===== src/rtl/req_demux.sv =====
// req_demux: routes one master memory request to one of four slave ports
// (0 data memory, 1 timer 0, 2 timer 1, 3 interrupt generator) selected by
// m_addr[SEL_LO+1:SEL_LO], and returns read data from the selected slave only.
//
// Ports:
//   clk, reset_n                    clock, asynchronous active-low reset
//   m_valid/m_ready                 master request handshake
//   m_addr/m_we/m_byteen/m_wdata    master request payload
//   m_rdata/m_rvalid                registered read return (one-cycle pulse)
//   m_err                           registered timeout pulse
//   s_valid[3:0]                    one-hot slave request
//   s_ready[3:0]                    per-slave accept
//   s_addr/s_we/s_byteen/s_wdata    shared slave request payload
//   s_rdata[127:0]/s_rvalid[3:0]    per-slave read data, slave k at [32k+31:32k]
//
// Optional feature macro: REQ_DEMUX_TIMEOUT_EN
//   defined   -> per-transaction cycle budget of TIMEOUT_CYC; on expiry return
//                to IDLE, pulse m_err (and m_rvalid with 32'hDEAD_BEEF on reads)
//   undefined -> waits indefinitely, m_err stays 0
module req_demux #(
    parameter int unsigned SEL_LO      = 4,
    parameter int unsigned TIMEOUT_CYC = 255,
    localparam int unsigned AW   = 32,
    localparam int unsigned DW   = 32,
    localparam int unsigned BEW  = 4,
    localparam int unsigned NSLV = 4,
    localparam int unsigned SELW = 2
) (
    input  logic               clk,
    input  logic               reset_n,
    input  logic               m_valid,
    output logic               m_ready,
    input  logic [AW-1:0]      m_addr,
    input  logic               m_we,
    input  logic [BEW-1:0]     m_byteen,
    input  logic [DW-1:0]      m_wdata,
    output logic [DW-1:0]      m_rdata,
    output logic               m_rvalid,
    output logic               m_err,
    output logic [NSLV-1:0]    s_valid,
    input  logic [NSLV-1:0]    s_ready,
    output logic [AW-1:0]      s_addr,
    output logic               s_we,
    output logic [BEW-1:0]     s_byteen,
    output logic [DW-1:0]      s_wdata,
    input  logic [NSLV*DW-1:0] s_rdata,
    input  logic [NSLV-1:0]    s_rvalid
);

    // Elaboration-time parameter sanity checks.
    if (TIMEOUT_CYC < 1 || TIMEOUT_CYC > 255) begin : g_bad_timeout
        $error("req_demux: TIMEOUT_CYC must be in 1..255");
    end
    if (SEL_LO + SELW > AW) begin : g_bad_sel_lo
        $error("req_demux: select field exceeds address width");
    end

    typedef enum logic [1:0] {
        IDLE  = 2'd0,
        ISSUE = 2'd1,
        RESP  = 2'd2
    } state_t;

    state_t            state;
    state_t            state_nxt;
    logic [SELW-1:0]   sel;
    logic [SELW-1:0]   sel_nxt;
    logic [AW-1:0]     addr_nxt;
    logic              we_nxt;
    logic [BEW-1:0]    byteen_nxt;
    logic [DW-1:0]     wdata_nxt;
    logic [NSLV-1:0]   valid_nxt;
    logic              ready_nxt;
    logic [DW-1:0]     rdata_nxt;
    logic              rvalid_nxt;
    logic              err_nxt;

    // Handshake signals of the currently selected slave; others are ignored.
    logic              tgt_ready;
    logic              tgt_rvalid;
    logic [DW-1:0]     tgt_rdata;
    logic [SELW-1:0]   req_sel;

    assign tgt_ready  = s_ready[sel];
    assign tgt_rvalid = s_rvalid[sel];
    assign tgt_rdata  = s_rdata[DW*32'(sel) +: DW];
    assign req_sel    = m_addr[SEL_LO +: SELW];

`ifdef REQ_DEMUX_TIMEOUT_EN
    localparam int unsigned CW = 8;
    localparam logic [DW-1:0] TIMEOUT_RDATA = 32'hDEAD_BEEF;

    logic [CW-1:0] cnt;
    logic [CW-1:0] cnt_nxt;

    // Transaction cycle counter: cleared on accept, counts ISSUE/RESP cycles.
    always_ff @(posedge clk or negedge reset_n) begin
        if (!reset_n) begin
            cnt <= '0;
        end else begin
            cnt <= cnt_nxt;
        end
    end
`endif

    // Next-state and next-output decode.
    always_comb begin
        state_nxt  = state;
        sel_nxt    = sel;
        addr_nxt   = s_addr;
        we_nxt     = s_we;
        byteen_nxt = s_byteen;
        wdata_nxt  = s_wdata;
        valid_nxt  = s_valid;
        rdata_nxt  = m_rdata;
        rvalid_nxt = 1'b0;
        err_nxt    = 1'b0;
`ifdef REQ_DEMUX_TIMEOUT_EN
        cnt_nxt    = cnt;
`endif

        unique case (state)
            IDLE: begin
                if (m_valid) begin
                    addr_nxt   = m_addr;
                    we_nxt     = m_we;
                    byteen_nxt = m_byteen;
                    wdata_nxt  = m_wdata;
                    sel_nxt    = req_sel;
                    valid_nxt  = NSLV'(1) << req_sel;
                    state_nxt  = ISSUE;
`ifdef REQ_DEMUX_TIMEOUT_EN
                    cnt_nxt    = '0;
`endif
                end
            end
            ISSUE: begin
                if (tgt_ready) begin
                    valid_nxt = '0;
                    state_nxt = s_we ? IDLE : RESP;
                end
            end
            RESP: begin
                if (tgt_rvalid) begin
                    rdata_nxt  = tgt_rdata;
                    rvalid_nxt = 1'b1;
                    state_nxt  = IDLE;
                end
            end
            default: begin
                valid_nxt = '0;
                state_nxt = IDLE;
            end
        endcase

`ifdef REQ_DEMUX_TIMEOUT_EN
        // A completing write or read-data return beats an expiring budget.
        if (state == ISSUE || state == RESP) begin
            cnt_nxt = cnt + CW'(1);
            if (state_nxt != IDLE && cnt == CW'(TIMEOUT_CYC)) begin
                valid_nxt = '0;
                err_nxt   = 1'b1;
                state_nxt = IDLE;
                if (!s_we) begin
                    rvalid_nxt = 1'b1;
                    rdata_nxt  = TIMEOUT_RDATA;
                end
            end
        end
`endif

        ready_nxt = (state_nxt == IDLE);
    end

    // State register.
    always_ff @(posedge clk or negedge reset_n) begin
        if (!reset_n) begin
            state <= IDLE;
        end else begin
            state <= state_nxt;
        end
    end

    // Registered outputs and latched request.
    always_ff @(posedge clk or negedge reset_n) begin
        if (!reset_n) begin
            sel      <= '0;
            s_addr   <= '0;
            s_we     <= 1'b0;
            s_byteen <= '0;
            s_wdata  <= '0;
            s_valid  <= '0;
            m_ready  <= 1'b1;
            m_rdata  <= '0;
            m_rvalid <= 1'b0;
            m_err    <= 1'b0;
        end else begin
            sel      <= sel_nxt;
            s_addr   <= addr_nxt;
            s_we     <= we_nxt;
            s_byteen <= byteen_nxt;
            s_wdata  <= wdata_nxt;
            s_valid  <= valid_nxt;
            m_ready  <= ready_nxt;
            m_rdata  <= rdata_nxt;
            m_rvalid <= rvalid_nxt;
            m_err    <= err_nxt;
        end
    end

endmodule

===== config.mk =====
export PLATFORM = sky130hd
export DESIGN_NAME = req_demux
export DESIGN_NICKNAME = d
export VERILOG_FILES = /design/src/rtl/req_demux.sv
export SDC_FILE = /design/constraint.sdc
export NUM_CORES = 1
export LEC_CHECK = 0
export BUFFER_PORTS_ARGS = -buffer_cell sky130_fd_sc_hd__buf_2
export CORE_MARGIN = 3
export CORE_UTILIZATION = 30
export DETAILED_ROUTE_END_ITERATION = 10
export GPL_TIMING_DRIVEN = 0
export PLACE_DENSITY_LB_ADDON = 0.12
export SLEW_MARGIN = 20
export SYNTH_ARGS = -nofsm -noshare
export SYNTH_HDL_FRONTEND = slang
export SYNTH_SLANG_ARGS = --single-unit

===== constraint.sdc =====
create_clock -name clk -period 3.3 [get_ports clk]
set_clock_uncertainty 0.2 [all_clocks]
set_input_delay 0.33 -clock clk [delete_from_list [all_inputs] [get_ports clk]]
set_output_delay 0.33 -clock clk [all_outputs]
set_load 0.1 [all_outputs]

==> summary.md, run 1 <==
Routing
• 4.546 — mean number of vias per cell
• 17.24 µm — Routed WL per cell
• 92 — initial drt markers
• 0 — count of unresolved DRC violations after routing
• 4 — detailed-router iteration count before antenna repair
• 15.45 mm — final routed wirelength across all metal layers
• 4073 — routed via count
• 0 — Antenna Nets Post-Route

Synthesis
• 52.80% — share of the yosys chip area belonging to registers
• dfrtp_1 (52%), mux2_2 (16%), mux4_2 (14%) — biggest area contributors in the synthesized netlist
• 109 — FF+latch count, synth
• dfrtp_1 — most used flip-flop cell after synthesis
• dfrtp_1 — leading area contributor after synthesis
• 16.95 µm² — mean instance size in the synthesized netlist
• 305 — Cells after Synth
• 31 — synth unique cells
• 0 — yosys synthesis warning count
• 0 — Post-synth EDFFs
• dfrtp_1 — library cell with the highest instance count after synthesis
• 5169 µm² — post-synthesis instance area
• 52.29% — top cell type's share of synthesized area
• dfrtp_1 (108), mux2_2 (74), mux4_2 (32) — ranking of synthesized cells by instance count
• 100.0% — Async S/R FF share, synth
• 513 — Mapped Nets

Cells and area
• 879 — Final nets
• 7750 µm² — post-route cell area
• 0 — antenna diode instance count
• 49.94% — synthesis-to-layout area growth
• 72.34% — fraction of final layout cells sized beyond drive strength 1
• 46.40% — fin util
• 1549 — fillcell total

CTS
• 109 — clk sink count
• 2 — worst-case clock buffer depth
• 9 — number of buffers inserted during clock tree synthesis
• 0 — postcts setup bufs
• 0.34 ns — Worst-Skew Late Latency
• clkbuf_16 — CTS Root Cell
• 3 — number of H-tree branching levels
• built — TritonCTS clock tree
• 0.07 ns — clock-pin slew on the worst setup and hold paths

Critical path
• 2.23 ns — WP data arrival
• register — CP endpoint kind
• register — Worst Setup Start Kind
• 3.33 ns — required time at the endpoint of the critical path
• 10 — critical path peak fanout
• register to register — CP Class

Die
• 16700 µm² — Core Footprint
• 137.3 µm — Die Span Y
• 18840 µm² — Die Area
• 137.3 µm — horizontal die dimension
• 316 — Top Ports
• 30.95% — effective utilization at floorplan
• 47 — row count

Placement
• 0.7598 — Final GP Congestion
• 314 — total of buffers placed on input and output ports
• 12.24 mm — DPL Wire Length
• 7049 µm² — total cell area at the placement stage

STA
• 54.14% — worst rel slew slack
• 66.53% — portion of the clock cycle consumed by the worst path in the final layout
• 0.6879 ns — Worst Max-Slew Pin Slew
• 0 — Max Transition Viols Final
• 0 ns — Final TNS setup
• 0 — final hold violation count
• 2.196 ns — final critical delay including setup and external delays
• 0.4555 GHz — highest achievable clock rate
• 0 — final setup fails
• no — setup repair after global routing missed its margin

Status
• finished, final reports clean — run status

Global routing
• 0 — Remaining Overflow, GRT
• 58 — maximum number of pins on one net before global-route repair
• 4292 — number of global-route vias before repair
• 22.85 mm — first-pass GRT wire length
• 15.86% — total routing resource utilization after global routing
• 0 — initial antenna violation count

Min path
• input port to register — path category of the worst min-delay check

Flow run
• 0 — Max Cap Violations

## per-layer routing
metal / up-vias / part of all wire [%] / global-route usage [%]
li1: 1874 / - / -
met1: 2037 / 38 / 17.85
met2: 151 / 53 / 29.29
met3: 11 / 7.4 / 4.492
met4: 0 / 1.2 / 4.268
met5: - / 0 / 0
## state kept, by name (all words and copies together) (netlist names)
signal    cells
s_valid       4
s_we          1
s_byteen      4
m_ready       1
s_wdata      32
m_rdata      32
state         2
s_addr       31
sel           1
m_rvalid      1
## layout make-up
type,count,area (µm²),area share [%]
inverters,4,15.01,0.1937
multi-input cells,169,2258,29.14
clock inverters,5,57.56,0.7427
plain buffers,23,166.4,2.147
clock buffers,11,242.7,3.132
flip-flops and latches,109,2729,35.21
repair buffers,355,2006,25.88
well taps,220,275.3,3.552
## repair_timing
action | CTS | global route
hold buffers | 38 | 2
hold endpoints to repair | 89 | 2
setup endpoints to repair | 0 | 0
resized for setup | 0 | 0
## metrics by stage
| step | hold slack, ns | instances | setup slack [ns] |
|---|---|---|---|
| floorplan | -0.1656 | 305 | 0.6610 |
| global placement | 0.2839 | 839 | 0.3920 |
| detailed placement | 0.1182 | 840 | 1.045 |
| CTS | 0.0003461 | 894 | 1.048 |
| global route | 0.001473 | 896 | 0.9549 |
| finish | 0.01735 | 896 | 1.104 |
## cells by family (layout without fill, tap and decap cells)
| family | after synthesis | count (layout) | share of synthesized area (%) |
|---|---|---|---|
| mux | 141 | 141 | 39.65 |
| flops | 109 | 109 | 52.80 |
| buf+inv | 27 | 398 | 3.510 |
| simple gates | 15 | 15 | 2.227 |
| compound gates | 12 | 12 | 1.743 |
| other cells | 1 | 1 | 0.07255 |
## cells in the final DEF (no fill, tap or decap), types with 3 or more instances in the layout
cell type,instances
mux2i_1,6
clkbuf_16,9
mux2_2,74
mux2_4,29
dfrtp_1,108
o22ai_1,6
buf_12,3
buf_4,5
mux4_2,32
dlygate4sd3_1,40
buf_2,323
inv_1,4
clkbuf_1,6
## worst paths after layout
| kind | start | to | slack, ns | depth (start not counted) |
|---|---|---|---|---|
| setup / recovery | sel[0] | m_rdata[2] | 1.10 | 4 |
| hold / removal | m_we | s_we | 0.02 | 2 |
| setup reg to reg | sel[0] | m_rdata[2] | 1.10 | 4 |
| hold reg to reg | s_wdata[7] | s_wdata[7] | 0.30 | 1 |
| max in group asynchronous | reset_n | m_ready | 1.90 | 3 |
| min in group asynchronous | reset_n | s_addr[18] | 0.30 | 2 |
## critical path, cell delays in order, from the launching register on
cell	delay, ns
dfrtp_1	0.34
buf_2	0.14
clkbuf_1	0.54
mux4_2	0.59
mux2_4	0.27
Power of run 1 is not shown: default switching activity piles up to over one toggle a cycle in this logic, so the estimate is an artifact.
==> inputs of run 2 (changes only) <==
- clock period: 3.3 -> 2.1 ns (I/O delays scaled with it)
==> summary.md, run 2 (synthesis results as in run 1) <==
Die
• 16700 µm² — Core Footprint, unchanged
• 30.95% — effective utilization at floorplan, unchanged
• 137.3 µm — Die Span Y, unchanged
• 137.3 µm — horizontal die dimension, unchanged
• 18840 µm² — Die Area, unchanged
• 316 — Top Ports, unchanged
• 47 — row count, unchanged

Cells and area
• buf_2 (317), dfrtp_1 (106), mux2_2 (74), dlygate4sd3_1 (70), mux4_2 (32) — top library cells by usage in the layout, fill and taps aside
• buf_2 — most frequent standard cell in the layout excluding fill and tap cells
• 57.27% — synthesis-to-layout area growth
• m_rdata x32, s_wdata x32, s_addr x31 — biggest regs
• 0 — antenna diode instance count, unchanged
• 48.67% — fin util, +2.3 points
• 8129 µm² — post-route cell area, +4.9%
• 70.58% — fraction of final layout cells sized beyond drive strength 1, -1.8 points
• 910 — Final nets, +3.5%

Routing
• 4134 — routed via count, +1.5%
• 0 — count of unresolved DRC violations after routing, unchanged
• 15.36 mm — final routed wirelength across all metal layers, -0.53%
• 70 — initial drt markers, -24%
• 16.57 µm — Routed WL per cell, -3.9%
• 0 — Antenna Nets Post-Route, unchanged
• 4 — detailed-router iteration count before antenna repair, unchanged
• 4.460 — mean number of vias per cell, -1.9%

STA
• 0.4906 GHz — highest achievable clock rate, +7.7%
• 2.038 ns — final critical delay including setup and external delays, -0.1571 ns
• 64.95% — worst rel slew slack, +11 points
• 97.07% — portion of the clock cycle consumed by the worst path in the final layout, +31 points
• 0.5294 ns — Worst Max-Slew Pin Slew, -0.1586 ns
• 0 — Max Transition Viols Final, unchanged
• 0 — final hold violation count, unchanged
• no — setup repair after global routing missed its margin
• 0 — final setup fails, unchanged

CTS
• 9 — number of buffers inserted during clock tree synthesis, unchanged
• 0.34 ns — Worst-Skew Late Latency, about the same
• 109 — clk sink count, unchanged
• 3 — number of H-tree branching levels, unchanged
• built — TritonCTS clock tree
• 2 — worst-case clock buffer depth, unchanged
• 0.08 ns — clock-pin slew on the worst setup and hold paths, about the same
• clkbuf_16 — CTS Root Cell

Global routing
• 62 — maximum number of pins on one net before global-route repair, +6.9%
• 4637 — number of global-route vias before repair, +8.0%
• 23.35 mm — first-pass GRT wire length, +2.2%
• 0 — initial antenna violation count, unchanged
• 15.89% — total routing resource utilization after global routing, +0.027 points
• 0 — Remaining Overflow, GRT, unchanged

Critical path
• sel[0] — reg-to-reg critical path startpoint
• sel[0] — startpoint of the worst setup timing path
• 2.07 ns — WP data arrival, -0.16 ns
• 10 — critical path peak fanout, unchanged
• m_rdata[31] — Critical Path Sink
• m_rdata[31] — RR Endpoint
• register — Worst Setup Start Kind
• register — CP endpoint kind
• 0.06 ns — worst-case register-to-register setup slack, -1.04 ns
• 2.13 ns — required time at the endpoint of the critical path, -1.20 ns
• 6 — number of cell instances on the worst register-to-register path, +2
• register to register — CP Class

Min path
• input port to register — path category of the worst min-delay check

Status
• finished, final reports clean — run status

Placement
• 7064 µm² — total cell area at the placement stage, +0.21%
• 314 — total of buffers placed on input and output ports, unchanged
• 0.7393 — Final GP Congestion, -2.7%
• 11.81 mm — DPL Wire Length, -3.5%

Flow run
• 0 — Max Cap Violations, unchanged

## run 2: changes by cell type in the layout (fill, tap and decap cells not counted), moves of 2 or more
cell / before / now
dlygate4sd3_1: 40 / 70
buf_2: 323 / 317
clkbuf_1: 6 / 1
clkbuf_2: 0 / 4
clkbuf_4: 0 / 4
buf_6: 1 / 3
clkinv_2: 2 / 0
dfrtp_1: 108 / 106
dfrtp_4: 0 / 2
inv_6: 2 / 4
## run 2: critical path: stages (launching register included)
cell and delay [ns]:
dfrtp_4 0.48, buf_6 0.13, or3b_4 0.37, o22ai_4 0.13, buf_12 0.15, buf_12 0.15, mux2_4 0.31
## run 2: final cells by class
class,instances,area (µm²)
buffer,21,178.9
timing repair buffer,388,2341
tap,220,275.3
inverter,4,15.01
clock inverter,7,90.09
multi-input combinational,169,2267
clock buffer,9,225.2
fill,1519,8572
sequential,109,2736
## run 2: what timing repair did
action / CTS / global route
buffers inserted: 3 / 0
endpoints found under the hold margin: 117 / 0
hold buffers: 70 / 0
resized for setup: 4 / 6
endpoints found under the setup margin: 39 / 76
pin swaps: 2 / 0
## run 2: per-layer routing
layer	wire, µm	track usage (%)	part of all wire (%)
met3	1124	4.273	7.3
met5	0	0	0
met1	5683	17.88	37
met4	303	4.878	2.0
met2	8251	29.21	54
## run 2: how the worst min path moves through the flow
stage / start / cells past startpoint / slack (ns) / endpoint
2_1_floorplan: reset_n / 0 / -0.29 / m_rdata[0]
3_3_place_gp: m_wdata[4] / 2 / 0.24 / s_wdata[4]
3_5_place_dp: reset_n / 1 / -0.005 / s_addr[12]
4_1_cts: m_valid / 3 / 0.08 / m_ready
5_1_grt: m_valid / 3 / 0.1 / m_ready
6_report: m_valid / 3 / 0.10 / m_ready
## run 2: through the flow
stage / setup slack, ns / TNS (ns) / std cells / hold slack (ns)
CTS: 0.02378 / 0 / 928 / 0.07876
global placement: -1.048 / -76.61 / 839 / 0.2420
global route: 0.002840 / 0 / 927 / 0.09849
floorplan: -0.1121 / -3.225 / 305 / -0.2856
finish: 0.06153 / 0 / 927 / 0.1047
detailed placement: -0.1358 / -3.810 / 840 / -0.005264
Power of run 2 is left out for the same reason.
